[config.mk]
export PLATFORM = sky130hd
export DESIGN_NAME = lcd_write_scheduler
export DESIGN_NICKNAME = d
export VERILOG_FILES = /design/src/rtl/lcd_write_scheduler.sv
export SDC_FILE = /design/constraint.sdc
export NUM_CORES = 1
export LEC_CHECK = 0
export CORE_MARGIN = 3
export CORE_UTILIZATION = 50
export DETAILED_ROUTE_END_ITERATION = 16
export PLACE_DENSITY_LB_ADDON = 0.25
export SLEW_MARGIN = 20
export SYNTH_ARGS = -nofsm -noshare
export SYNTH_HDL_FRONTEND = slang
export SYNTH_SLANG_ARGS = --single-unit
[constraint.sdc]
create_clock -name clk -period 3.3 [get_ports clk]
set_input_delay 0.33 -clock clk [delete_from_list [all_inputs] [get_ports clk]]
set_output_delay 0.33 -clock clk [all_outputs]
set_load 0.02 [all_outputs]
[src/rtl/lcd_write_scheduler.sv]
// lcd_write_scheduler
//   Shared 4-bit HD44780-style LCD write engine. Two requesters (req0: digit
//   refresher, req1: mode/status writer) compete for the bus through
//   round-robin arbitration. Each accepted byte goes out as two nibbles. Each
//   nibble holds en high for EN_CYCLES and then low for GAP_CYCLES. After a
//   clear (0x01) or home (0x02) command the engine waits LONG_WAIT more cycles.
//
//   Optional feature: define LCD_SCHED_INIT_SEQ_EN to run the LCD power-on
//   init sequence (nibbles 3,3,3,2 then bytes 28,0C,06,01) after the startup
//   wait and before any requester is served.
//
//   Ports
//     clk, rst                 : clock, asynchronous active-high reset
//     reqN_valid/rs/data/ready : byte-write request handshake, N = 0,1
//     rs, en, data[3:0]        : LCD pins (data is LCD D7..D4)
//     busy                     : high whenever the engine is not idle
//     init_done                : high once startup is complete, until reset
module lcd_write_scheduler #(
  parameter int unsigned EN_CYCLES  = 800,
  parameter int unsigned GAP_CYCLES = 800,
  parameter int unsigned LONG_WAIT  = 60000,
  parameter int unsigned INIT_WAIT  = 12000000
) (
  input  logic       clk,
  input  logic       rst,
  input  logic       req0_valid,
  input  logic       req0_rs,
  input  logic [7:0] req0_data,
  output logic       req0_ready,
  input  logic       req1_valid,
  input  logic       req1_rs,
  input  logic [7:0] req1_data,
  output logic       req1_ready,
  output logic       rs,
  output logic       en,
  output logic [3:0] data,
  output logic       busy,
  output logic       init_done
);

  typedef enum logic [2:0] {
    S_WAIT   = 3'd0,
`ifdef LCD_SCHED_INIT_SEQ_EN
    S_INIT   = 3'd1,
`endif
    S_IDLE   = 3'd2,
    S_HI_EN  = 3'd3,
    S_HI_GAP = 3'd4,
    S_LO_EN  = 3'd5,
    S_LO_GAP = 3'd6,
    S_HOLD   = 3'd7
  } state_t;

  // Terminal counts of the shared cycle counter.
  localparam logic [31:0] INIT_LAST = 32'(INIT_WAIT);
  localparam logic [31:0] EN_LAST   = 32'(EN_CYCLES - 1);
  localparam logic [31:0] GAP_LAST  = 32'(GAP_CYCLES - 1);
  localparam logic [31:0] LONG_LAST = 32'(LONG_WAIT - 1);

  state_t      state_reg, state_next;
  logic [31:0] cnt_reg, cnt_next;
  logic [7:0]  byte_reg, byte_next;
  logic        rs_lat_reg, rs_lat_next;
  logic        ptr_reg, ptr_next;       // 1: req1 wins the next tie
  logic        rs_reg, rs_next;
  logic        en_reg, en_next;
  logic [3:0]  data_reg, data_next;
  logic        busy_reg, busy_next;
  logic        init_done_reg, init_done_next;
  logic        item_done;
  logic        grant0, grant1;

`ifdef LCD_SCHED_INIT_SEQ_EN
  logic [3:0]  init_idx_reg, init_idx_next;
  logic        single_reg, single_next;   // current item is a lone high nibble

  // The first four items are single nibbles, carried in the upper half.
  function automatic logic [7:0] init_item(input logic [3:0] idx);
    case (idx)
      4'd0, 4'd1, 4'd2: init_item = 8'h30;
      4'd3:             init_item = 8'h20;
      4'd4:             init_item = 8'h28;
      4'd5:             init_item = 8'h0C;
      4'd6:             init_item = 8'h06;
      default:          init_item = 8'h01;
    endcase
  endfunction
`endif

  // On a tie the requester favoured by the pointer takes the grant. Only the
  // losing side sees ready low, so at most one grant can happen per cycle.
  assign req0_ready = (state_reg == S_IDLE) && !(req1_valid && ptr_reg);
  assign req1_ready = (state_reg == S_IDLE) && !(req0_valid && !ptr_reg);
  assign grant0     = req0_ready && req0_valid;
  assign grant1     = req1_ready && req1_valid;

  always_comb begin
    state_next     = state_reg;
    cnt_next       = cnt_reg;
    byte_next      = byte_reg;
    rs_lat_next    = rs_lat_reg;
    ptr_next       = ptr_reg;
    rs_next        = rs_reg;
    en_next        = en_reg;
    data_next      = data_reg;
    init_done_next = init_done_reg;
    item_done      = 1'b0;
`ifdef LCD_SCHED_INIT_SEQ_EN
    init_idx_next  = init_idx_reg;
    single_next    = single_reg;
`endif

    case (state_reg)
      S_WAIT: begin
        if (cnt_reg == INIT_LAST) begin
          cnt_next = '0;
`ifdef LCD_SCHED_INIT_SEQ_EN
          state_next    = S_INIT;
          init_idx_next = '0;
`else
          state_next     = S_IDLE;
          init_done_next = 1'b1;
`endif
        end else begin
          cnt_next = cnt_reg + 32'd1;
        end
      end

`ifdef LCD_SCHED_INIT_SEQ_EN
      S_INIT: begin
        byte_next     = init_item(init_idx_reg);
        single_next   = (init_idx_reg < 4'd4);
        rs_lat_next   = 1'b0;
        init_idx_next = init_idx_reg + 4'd1;
        state_next    = S_HI_EN;
        cnt_next      = '0;
        en_next       = 1'b1;
        rs_next       = 1'b0;
        data_next     = byte_next[7:4];
      end
`endif

      S_IDLE: begin
        if (grant0 || grant1) begin
          byte_next   = grant1 ? req1_data : req0_data;
          rs_lat_next = grant1 ? req1_rs : req0_rs;
          ptr_next    = grant0;   // the other side wins the next tie
          state_next  = S_HI_EN;
          cnt_next    = '0;
          en_next     = 1'b1;
          rs_next     = rs_lat_next;
          data_next   = byte_next[7:4];
`ifdef LCD_SCHED_INIT_SEQ_EN
          single_next = 1'b0;
`endif
        end
      end

      S_HI_EN: begin
        if (cnt_reg == EN_LAST) begin
          state_next = S_HI_GAP;
          cnt_next   = '0;
          en_next    = 1'b0;
        end else begin
          cnt_next = cnt_reg + 32'd1;
        end
      end

      S_HI_GAP: begin
        if (cnt_reg == GAP_LAST) begin
          cnt_next = '0;
`ifdef LCD_SCHED_INIT_SEQ_EN
          if (single_reg) item_done = 1'b1;
          else
`endif
          begin
            state_next = S_LO_EN;
            en_next    = 1'b1;
            data_next  = byte_reg[3:0];
          end
        end else begin
          cnt_next = cnt_reg + 32'd1;
        end
      end

      S_LO_EN: begin
        if (cnt_reg == EN_LAST) begin
          state_next = S_LO_GAP;
          cnt_next   = '0;
          en_next    = 1'b0;
        end else begin
          cnt_next = cnt_reg + 32'd1;
        end
      end

      S_LO_GAP: begin
        if (cnt_reg == GAP_LAST) begin
          cnt_next = '0;
          // Clear and home need the long settle time on the LCD side.
          if (!rs_lat_reg && (byte_reg == 8'h01 || byte_reg == 8'h02))
            state_next = S_HOLD;
          else
            item_done = 1'b1;
        end else begin
          cnt_next = cnt_reg + 32'd1;
        end
      end

      S_HOLD: begin
        if (cnt_reg == LONG_LAST) begin
          cnt_next  = '0;
          item_done = 1'b1;
        end else begin
          cnt_next = cnt_reg + 32'd1;
        end
      end

      default: begin
        state_next = S_WAIT;
        cnt_next   = '0;
        en_next    = 1'b0;
      end
    endcase

    // A finished item returns to IDLE, or to the next init step while the
    // power-on sequence is still running.
    if (item_done) begin
`ifdef LCD_SCHED_INIT_SEQ_EN
      if (!init_done_reg && init_idx_reg != 4'd8) begin
        state_next = S_INIT;
      end else begin
        state_next     = S_IDLE;
        init_done_next = 1'b1;
      end
`else
      state_next = S_IDLE;
`endif
    end

    busy_next = (state_next != S_IDLE);
  end

  always_ff @(posedge clk or posedge rst) begin
    if (rst) begin
      state_reg     <= S_WAIT;
      cnt_reg       <= '0;
      byte_reg      <= '0;
      rs_lat_reg    <= 1'b0;
      ptr_reg       <= 1'b1;
      rs_reg        <= 1'b0;
      en_reg        <= 1'b0;
      data_reg      <= '0;
      busy_reg      <= 1'b1;
      init_done_reg <= 1'b0;
`ifdef LCD_SCHED_INIT_SEQ_EN
      init_idx_reg  <= '0;
      single_reg    <= 1'b0;
`endif
    end else begin
      state_reg     <= state_next;
      cnt_reg       <= cnt_next;
      byte_reg      <= byte_next;
      rs_lat_reg    <= rs_lat_next;
      ptr_reg       <= ptr_next;
      rs_reg        <= rs_next;
      en_reg        <= en_next;
      data_reg      <= data_next;
      busy_reg      <= busy_next;
      init_done_reg <= init_done_next;
`ifdef LCD_SCHED_INIT_SEQ_EN
      init_idx_reg  <= init_idx_next;
      single_reg    <= single_next;
`endif
    end
  end

  assign rs        = rs_reg;
  assign en        = en_reg;
  assign data      = data_reg;
  assign busy      = busy_reg;
  assign init_done = init_done_reg;

endmodule
==> impl_results.md <==
* CP max stage delay at about 0.70 ns
* CP Launch Type: register
* Final hold vios at 0
* Worst Setup SP: state_reg[2]
* Reg2reg start: cnt_reg[13]
* Die Y at around 82 µm
* Outcome: completed
* H-Tree Depth at 2
* WP buf/inv at 1
* Crit Path Class: reg -> out
* Clk Latency, worst-skew pair at around 0.3 ns
* Critical Path AT at between 2 and 2.5 ns
* WL/cell at between 15 and 20 µm
* Commonest non-fill, non-tap cell in the layout: dfrtp_1
* Sinks on Clock Net at 52
* Initial Utilization at between 50% and 60%
* Total Nets Final at 363
* Total grt overflow at 0
* Post-layout util at between 60% and 70%
* TritonCTS clock tree: done
* Pre-CTS setup slack at approximately 0.85 ns
* Max Slew Vio Count at 0
* Worst path cell trace: or3b_1, a21oi_1, clkdlybuf4s50_1
* Initial DRC count at 186
* PostCTS Resize Cnt at 0
* Final ANT Viol Nets at 0
* Largest net degree at the start of global routing at 53
* PwrDens at roughly 380 nW/µm²
* Via count at 2,366
* Post CTS Setup Buffer Count at 0
* Global Route Usage Sum at a little over a fifth
* DRC at 0
* DRT Pass-1 Iters at 4
* CP endpoint kind: primary output
* CTS Hold Bufs at 0
* Yosys cell types at 51
* I/O pin total at 32
* DRT Wirelength at between 6 and 7 mm
* Syn Area/Cell at between 9 and 10 µm²
* Normalized max-slew margin at 41.3%
* Core area at ~5300 µm²
* Area Growth Syn to Fin at 16.5%
* Min Hold Slack at a little under 0.5 ns
* Dominant synthesized flop cell: dfrtp_1
* Global-route wire length before repair at 11.0 mm
* Fmax at between 300 and 400 MHz
* Hold Path Class: in -> async
* Clock Skew at between 0.01 and 0.015 ns
* Root buffer cell: clkbuf_8
* Clock buffer depth at 2
* Final cycle utilization of the critical path at a little over four fifths
* Max-cap violations at 0
* Antenna diodes at 0
* Layout cells sized above 1 at approximately 5.6%
* EDFF count, synth at 0
* Largest delay share family, worst path: buffers and inverters
* Overall power at around 0.0013 W
* Leakage at between 1.5 and 2 nW
* Die area at approximately 6600 µm²
* FFs w/ async S/R, synth at 100%
* Antenna violations before repair at 0
* Fillcell total at 458
* Critical Path RT at 2.97 ns
* Setup TNS at 0 ns
* RSZ-0062 raised after global routing: false
* Row cnt at 26
* Num CTS Buffers at 5
* Die width at between 80 and 90 µm
* Slew @ Worst Pin at 0.881 ns
* CP max stage cell: clkdlybuf4s50_1
* Max FFs per register at 32
* Synth Cell Area at between 2000 and 3000 µm²
* PortBufs at 31
* Routability cong. at between 0.7 and 0.8
* Vias/cell at between 5 and 6
* Final worst slack at between 0.5 and 0.6 ns
* Setup violators final at 0
* Vias in the first global route at around 2,300
* CTS clk-pin slew, worst paths at about 0.090 ns
* Synth warn at 0
* Syn Nets at roughly 330
* Most frequent cells in the layout: 50 x dfrtp_1, 34 x nand2_1, 31 x clkdlybuf4s50_1
* Critical Path Fanout Max at 13
* Min Tclk post-route at approximately 2.8 ns
* #FFs+latches synth at 52
* Peak VDD IR at 0.236 mV
* Sequential area share after synthesis at around 46%
* Detailed Place HPWL at ~4.6 mm
* Mapped Cells at roughly 300
-- through the flow --
stage,cell area (µm²),std cells
floorplan,2850,309
global placement,3230,402
detailed placement,3230,402
CTS,3320,410
global route,3320,410
finish,3320,410
-- per-layer routing --
metal	up-vias	track usage [%]	part of all wire, %	wire length (µm)
met1	1125	31.5	50	3130
met3	4	3.95	5.6	351
met2	66	32.2	44	2790
li1	1171	-	-	-
met5	-	0	0	0
met4	0	6.42	0.60	38
-- path summary, 6_finish.rpt --
| kind | end | slack (ns) | cells after the start |
|---|---|---|---|
| max | req1_ready | 0.54 | 3 |
| min | cnt_reg[1] | 0.49 | 2 |
| max reg2reg | data[2] | 0.85 | 5 |
| min reg2reg | init_done | 0.49 | 1 |
| max in group asynchronous | cnt_reg[28] | 2.28 | 2 |
| min in group clk | init_done | 0.49 | 1 |
-- layout make-up --
cell class,instances,area (µm²),share of cell area [%]
clock buffers,8,90.1,2.71
inverters,8,31.3,0.942
multi-input cells,238,1470,44.4
flip-flops and latches,52,1300,39.3
well taps,70,87.6,2.64
repair buffers,34,333,10.0
-- cell usage after synthesis, types with 3 or more instances --
master / n / share of area (%)
o21ai_1: 17 / 3.0
or3_1: 3 / 0.66
nand3_1: 21 / 3.7
a21oi_1: 8 / 1.4
nor3_1: 7 / 1.2
dfrtp_1: 50 / 44
o21a_1: 4 / 1.1
o221a_1: 4 / 1.6
a22o_1: 3 / 0.92
and3_1: 13 / 2.9
inv_1: 7 / 0.92
nand2_1: 34 / 4.5
nor4_1: 7 / 1.5
and4_1: 4 / 1.2
clkbuf_1: 10 / 1.3
nand4_1: 7 / 1.5
o211ai_1: 3 / 0.79
nor3b_1: 6 / 1.6
a21o_1: 6 / 1.6
mux2i_1: 6 / 2.1
nor2_1: 30 / 4.0
xor2_1: 16 / 4.9
xnor2_1: 6 / 1.8
-- logic make-up after synthesis --
family                   count (synthesis)  synth area share [%]
AND/OR/NAND/NOR                        153                  29.1
AO/OA/AOI/OAI                           55                  12.8
flip-flops                              52                  45.7
adder cells (fa/ha/maj)                  2                 0.878
buffers and inverters                   19                  2.55
multiplexers                             6                  2.11
XOR/XNOR                                22                  6.76
-- report_power, final --
part	total, W	switching, W	internal, W
Combinational	0.000152	0.0000731	0.0000785
Sequential	0.000732	0.0000577	0.000675
Clock	0.000374	0.000202	0.000172
Power figures use the tool's default switching activity.
